===== src/rtl/hex_scan_driver.sv =====
// hex_scan_driver
//   Time-multiplexed scan driver for a 4-digit common-anode 7-segment display.
//   A 16-bit hex value, per-digit point bits and per-digit blank bits are
//   captured into shadow registers on `load`. A free-running prescaler advances
//   the active digit every 2^DIV_BITS clocks. For each digit the driver presents
//   one nibble plus its point and blank (LE) bits to an MC14495-style decoder,
//   and drives the matching active-low anode.
//
//   Parameters:
//     DIV_BITS  prescaler width (>= 1); each digit dwells 2^DIV_BITS clocks
//
//   Ports:
//     clk     system clock, rising edge
//     rst     asynchronous active-high reset
//     load    one-cycle strobe capturing num/points/les
//     num     hex value, digit i = num[4i+3:4i]
//     points  per-digit point bits
//     les     per-digit blank bits (1 = blank)
//     hex     nibble of the active digit (decoder D3..D0)
//     point   point bit of the active digit
//     le      blank bit of the active digit (decoder LE)
//     an      anode selects, active-low, one-hot
//     frame   one-cycle pulse after the scan wraps from digit 3 to digit 0
//
//   Build option:
//     HEX_SCAN_LZB_EN  when defined, digits 1..3 are also blanked when they and
//                      every more-significant nibble are zero (leading-zero
//                      blanking). Digit 0 is never auto-blanked.

module hex_scan_driver #(
  parameter int unsigned DIV_BITS = 17
) (
  input  logic        clk,
  input  logic        rst,
  input  logic        load,
  input  logic [15:0] num,
  input  logic [3:0]  points,
  input  logic [3:0]  les,
  output logic [3:0]  hex,
  output logic        point,
  output logic        le,
  output logic [3:0]  an,
  output logic        frame
);

  localparam logic [DIV_BITS-1:0] CNT_ONE = DIV_BITS'(1);

  logic [DIV_BITS-1:0] r_cnt;
  logic [1:0]          r_idx;
  logic [15:0]         r_num;
  logic [3:0]          r_pts;
  logic [3:0]          r_les;
  logic                r_frame;
  logic                w_adv;

  // Digit advances on the last clock of each dwell period.
  assign w_adv = &r_cnt;

  always_ff @(posedge clk or posedge rst) begin
    if (rst) begin
      r_cnt   <= '0;
      r_idx   <= '0;
      r_frame <= 1'b0;
    end else begin
      r_cnt   <= r_cnt + CNT_ONE;
      if (w_adv) begin
        r_idx <= r_idx + 2'd1;
      end
      // Registered so the pulse lines up with the first cycle of digit 0.
      r_frame <= w_adv && (r_idx == 2'd3);
    end
  end

  // Shadow registers are independent of the scan phase, so a load never
  // perturbs the dwell timing.
  always_ff @(posedge clk or posedge rst) begin
    if (rst) begin
      r_num <= '0;
      r_pts <= '1;
      r_les <= '0;
    end else if (load) begin
      r_num <= num;
      r_pts <= points;
      r_les <= les;
    end
  end

`ifdef HEX_SCAN_LZB_EN
  logic [3:0] w_lzb;

  // Bit i set when nibbles i..3 are all zero; digit 0 always shows.
  assign w_lzb = {(r_num[15:12] == 4'h0),
                  (r_num[15:8]  == 8'h00),
                  (r_num[15:4]  == 12'h000),
                  1'b0};
`endif

  always_comb begin
    an    = ~(4'b0001 << r_idx);
    hex   = r_num[3:0];
    point = r_pts[r_idx];
    case (r_idx)
      2'd0:    hex = r_num[3:0];
      2'd1:    hex = r_num[7:4];
      2'd2:    hex = r_num[11:8];
      default: hex = r_num[15:12];
    endcase
`ifdef HEX_SCAN_LZB_EN
    le = r_les[r_idx] | w_lzb[r_idx];
`else
    le = r_les[r_idx];
`endif
  end

  assign frame = r_frame;

endmodule


===== config.mk =====
export PLATFORM = sky130hd
export DESIGN_NAME = hex_scan_driver
export DESIGN_NICKNAME = d
export VERILOG_FILES = /design/src/rtl/hex_scan_driver.sv
export SDC_FILE = /design/constraint.sdc
export NUM_CORES = 1
export LEC_CHECK = 0
export CAP_MARGIN = 20
export CORE_ASPECT_RATIO = 2
export CORE_MARGIN = 5
export CORE_UTILIZATION = 46
export DETAILED_ROUTE_END_ITERATION = 6
export GPL_TIMING_DRIVEN = 1
export HOLD_SLACK_MARGIN = 0.05
export PLACE_DENSITY = 0.86
export RECOVER_POWER = 100
export SLEW_MARGIN = 20
export SYNTH_ARGS = -nofsm -noshare
export SYNTH_HDL_FRONTEND = slang
export SYNTH_SLANG_ARGS = --single-unit

===== constraint.sdc =====
create_clock -name clk -period 1.6 [get_ports clk]
set_clock_uncertainty 0.05 [all_clocks]
set_input_delay 0.4 -clock clk [delete_from_list [all_inputs] [get_ports clk]]
set_output_delay 0.4 -clock clk [all_outputs]
set_load 0.02 [all_outputs]

Word level (Yosys, flattened, before mapping) --
Cells that the tools add are included.
Word-level totals: input bits 27, output and inout port bits 11, bits in registers 44, logic and storage cells 22
Cells by class: eq/ne operators 3, multiplexer cells 5, add/sub/neg operators 2, reduce and logical (&&, ||, !) cells 3, shift-type cells 1, $lt $le $gt $ge 1, bitwise operators 1
Operators with widths (number):
- adder 17 x 1 -> 17 bit, second input constant | 1
- AND reduction 17 bit | 1
- one-hot mux 4 bit (3 select lines) | 1
- binary-select mux 1 bit (select 2 bit) | 2
- equality test 2 bit, second input constant | 2
- NOT 4 bit | 1
- left shift 1 x 2 -> 4 bit, first input constant | 1
- < comparator 2 x 3 -> 1 bit, second input constant | 1
- adder 2 x 1 -> 2 bit, second input constant | 1
- equality test 2 x 1 -> 1 bit, second input constant | 1
- zero test 2 bit | 1
- 2-to-1 mux 1 bit | 2
- logical AND 1 bit | 1

Logic depth before layout (Yosys ltp) --
word-level depth 2, gate-level depth with buffers 7, depth with buffers taken out 7

Least setup slack after synthesis --
OpenSTA, ideal clock, no wires.
path kind flip-flop to output port, start point reg r_idx[0], end point out hex[2], path slack -0.187 ns, stages on the path, launching flop included 5, data required time 1.150 ns, buffers on the path 0, arrival time 1.337 ns, path through dfrtp_1 inv_1 ha_1 a222oi_1 mux2i_1
Between the ends: word-level cells in the longest chain between the ends 2
RTL lines:
- from (decl) | RTL line 49 | logic [1:0] r_idx;
- from (signal assigned) | RTL line 67 | r_idx <= r_idx + 2'd1;
- equality test 2 bit, or another cell as far along | RTL line 102 | case (r_idx)
- one-hot mux 4 bit (3 select lines) * | RTL line 102
- to (decl) | RTL line 39 | output logic [3:0] hex,
Mark *: on every way between the ends. The rest lies on a longest branch, timed or not.

Worst setup path after layout --
start point reg r_idx[1], end point out hex[2]
The elaborated chain is that of the path after synthesis.

==> out/qor.csv <==
stage,metric,value,unit
outcome,status,"complete, but fails checks",
outcome,violations,negative setup slack,
critical_path,critical_path_class,reg -> out,
final_layout,layout.nets,244,
final_layout,drive_above_1_share,36.0,%
routing,first_iter_violations,32,
floorplan,io_pins,38,
routing,wl_per_cell,15.3,um
global_route,grt_remaining_overflow,0,
yosys,synth-seq-cells,44,
critical_path,cp_max_fo,5,
floorplan,die_y,102,um
power_and_ir_drop,peakVddDrop,0.000972,V
power_and_ir_drop,power_leakage,0.00120,uW
floorplan,core-area,0.00409,mm2
sta,setup_ws,-0.539,ns
yosys,synth_warnings,0,
sta,setup-tns-final,-3.67,ns
routing,ant_nets,0,
routing,drt_wl_total,4030,um
hold_path,hold_class,in -> async,
sta,period_needed,2.14,ns
final_layout,syn2layout_area_growth,38.7,%
floorplan,die_area,0.00570,mm2
global_route,antenna_found_initial,0,
cts,cts_tree,done,
critical_path,critPathLaunchType,flip-flop,
placed_design,dp_hpwl,2950,um
routing,first_pass_iters,4,
yosys,netlist_area,0.00194,mm2
sta,finalSetupViolations,26,
placed_design,place_congestion,0.784,
sta,fmaxAchievable,467,MHz
critical_path,end_kind,output pin,
sta,finalHoldViolCount,0,
sta,fin_crit_sh,134,%
routing,vias_per_cell,5.08,
yosys,syn_avg_cell_area,13.0,um2
final_layout,diodes,0,
floorplan,start_util,47.5,%
global_route,grt_usage,15.5,%
cts,h-tree-depth,2,
yosys,ys_seq_area_share,56.9,%
final_layout,multi_input_area,836,um2
sta,worstMarginPinSlew,0.594,ns
placed_design,port_buffers,37,
sta,rsz0062_at_grt,true,
yosys,synth_cell_types,22,
routing,drc_errors,0,
floorplan,rows,33,
critical_path,path_cells,buf_6 > ha_4 > a222oi_1 > mux2i_2 > buf_4,
final_layout,n_fill_cell,299,
flow_run,maxCapViolCount,0,
global_route,grt_max_degree,26,
critical_path,worst-path-buf-inv,2,
cts,cts_max_path_buffers,2,
critical_path,critical_path_arrival,1.69,ns
cts,clk_root_buffer_cell,clkbuf_8,
cts,insertion_delay,0.30,ns
sta,finalMaxSlewViolations,0,
power_and_ir_drop,power_density,846,mW/mm2
cts,cts.sinks,44,
floorplan,fp.dieW,56.0,um
global_route,grt_pass1_vias,1439,
critical_path,reg2reg_slack,0.03,ns
critical_path,cp.required,1.15,ns
critical_path,path_delay_family,flip-flops,
global_route,grt_pass1_wl,6760,um
yosys,synthCells,150,
sta,slew_headroom,60.4,%
power_and_ir_drop,p_total,2280,uW
critical_path,slowest_delay,0.44,ns
cts,clk_pin_slew,0.08,ns
final_layout,seqCellArea,0.00111,mm2
cts,cts_buffers,5,
yosys,synth_nets,184,
routing,routed-via-count,1336,
critical_path,cpMaxStageDelayCell,dfrtp_2,
## area by class of cell
type                            instances  share of cell area [%]
Multi-Input combinational cell         86                    31.0
Inverter                               16                    2.32
Clock inverter                          2                    1.30
Tap cell                               52                    2.41
Sequential cell                        44                    41.1
Clock buffer                            6                    2.69
Timing Repair Buffer                   57                    19.1
## state kept, by name (all words and copies together), names as in the netlist
signal	cells
r_idx	2
frame	1
r_pts	4
r_num	16
r_les	4
r_cnt	17
## synthesized netlist by cell type
| cell | count | area, um2 |
|---|---|---|
| a222oi_1 | 4 | 40.0 |
| and2_1 | 2 | 12.5 |
| and3_1 | 1 | 6.26 |
| buf_1 | 1 | 3.75 |
| buf_2 | 3 | 15.0 |
| dfrtp_1 | 40 | 1000 |
| dfstp_2 | 4 | 105 |
| ha_1 | 7 | 87.6 |
| inv_1 | 16 | 60.1 |
| mux2_2 | 20 | 225 |
| mux2i_1 | 4 | 40.0 |
| mux4_2 | 2 | 45.0 |
| nand2_1 | 6 | 22.5 |
| nand3_1 | 6 | 30.0 |
| nand4_1 | 2 | 12.5 |
| nand4_4 | 1 | 21.3 |
| nor2_1 | 3 | 11.3 |
| nor3_1 | 2 | 10.0 |
| nor4_1 | 6 | 37.5 |
| o21ai_0 | 5 | 25.0 |
| xnor2_1 | 6 | 52.6 |
| xor2_1 | 9 | 78.8 |
## cells in the final DEF (no fill, tap or decap), types with 2 or more instances in the layout
cell / count
xor2_1: 9
o21ai_0: 5
nor4_1: 6
dfstp_2: 4
clkbuf_2: 2
mux2_2: 20
nand4_1: 2
mux2i_2: 4
buf_6: 10
clkbuf_1: 6
inv_1: 9
mux4_2: 2
clkdlybuf4s50_1: 25
ha_4: 5
buf_4: 12
clkbuf_8: 5
nand3_1: 6
nand2_1: 6
ha_1: 2
dfrtp_1: 38
nor3_1: 2
inv_2: 5
dfrtp_2: 2
xnor2_1: 6
a222oi_1: 4
nor2_1: 3
## cells by family (layout without fill, tap and decap cells)
group / Yosys count / in the layout / synth area share, %
buffers and inverters: 20 / 81 / 4.06
and+or+nand+nor: 29 / 29 / 8.44
adders and majority gates: 7 / 7 / 4.51
muxes: 26 / 26 / 16.0
DFF: 44 / 44 / 56.9
xor gates and xnor gates: 15 / 15 / 6.76
AOI/OAI and AO/OA: 9 / 9 / 3.35
## timing repair
action,4_1_cts,5_1_grt
gates resized for setup,54,27
buffers inserted,5,3
setup endpoints to repair,11,12
pin swaps,5,5
hold buffers,0,0
## where the power goes
group	switching (uW)	internal (uW)
Combinational	100	151
Sequential	32.5	1180
Clock	354	463
## final timing paths
kind,from,depth (start not counted),end
min in group clk,r_cnt[15],1,r_cnt[15]
min reg2reg,r_cnt[15],1,r_cnt[15]
max in group asynchronous,rst,3,frame
min,rst,2,r_num[0]
max,r_idx[1],5,hex[2]
max reg2reg,r_cnt[5],6,r_idx[1]
## layer usage
layer	share of wire, %	track usage (%)	vias to the layer above
met5	0	0	-
met4	1.6	6.03	0
met3	4.8	4.55	6
met2	58	29.4	32
met1	36	15.9	661
li1	-	-	637
## stage by stage
stage	util [%]	instances	instance area (um2)	hold WS (ns)	worst slack, ns
2_1_floorplan	-	150	1960	0.384	-0.0906
3_3_place_gp	61.2	248	2500	0.397	-0.499
5_1_grt	65.9	263	2700	0.426	-0.611
3_5_place_dp	61.2	248	2500	0.406	-0.595
4_1_cts	65.2	260	2660	0.289	-0.516
6_report	65.9	263	2700	0.402	-0.539
Power figures use the tool's default switching activity.
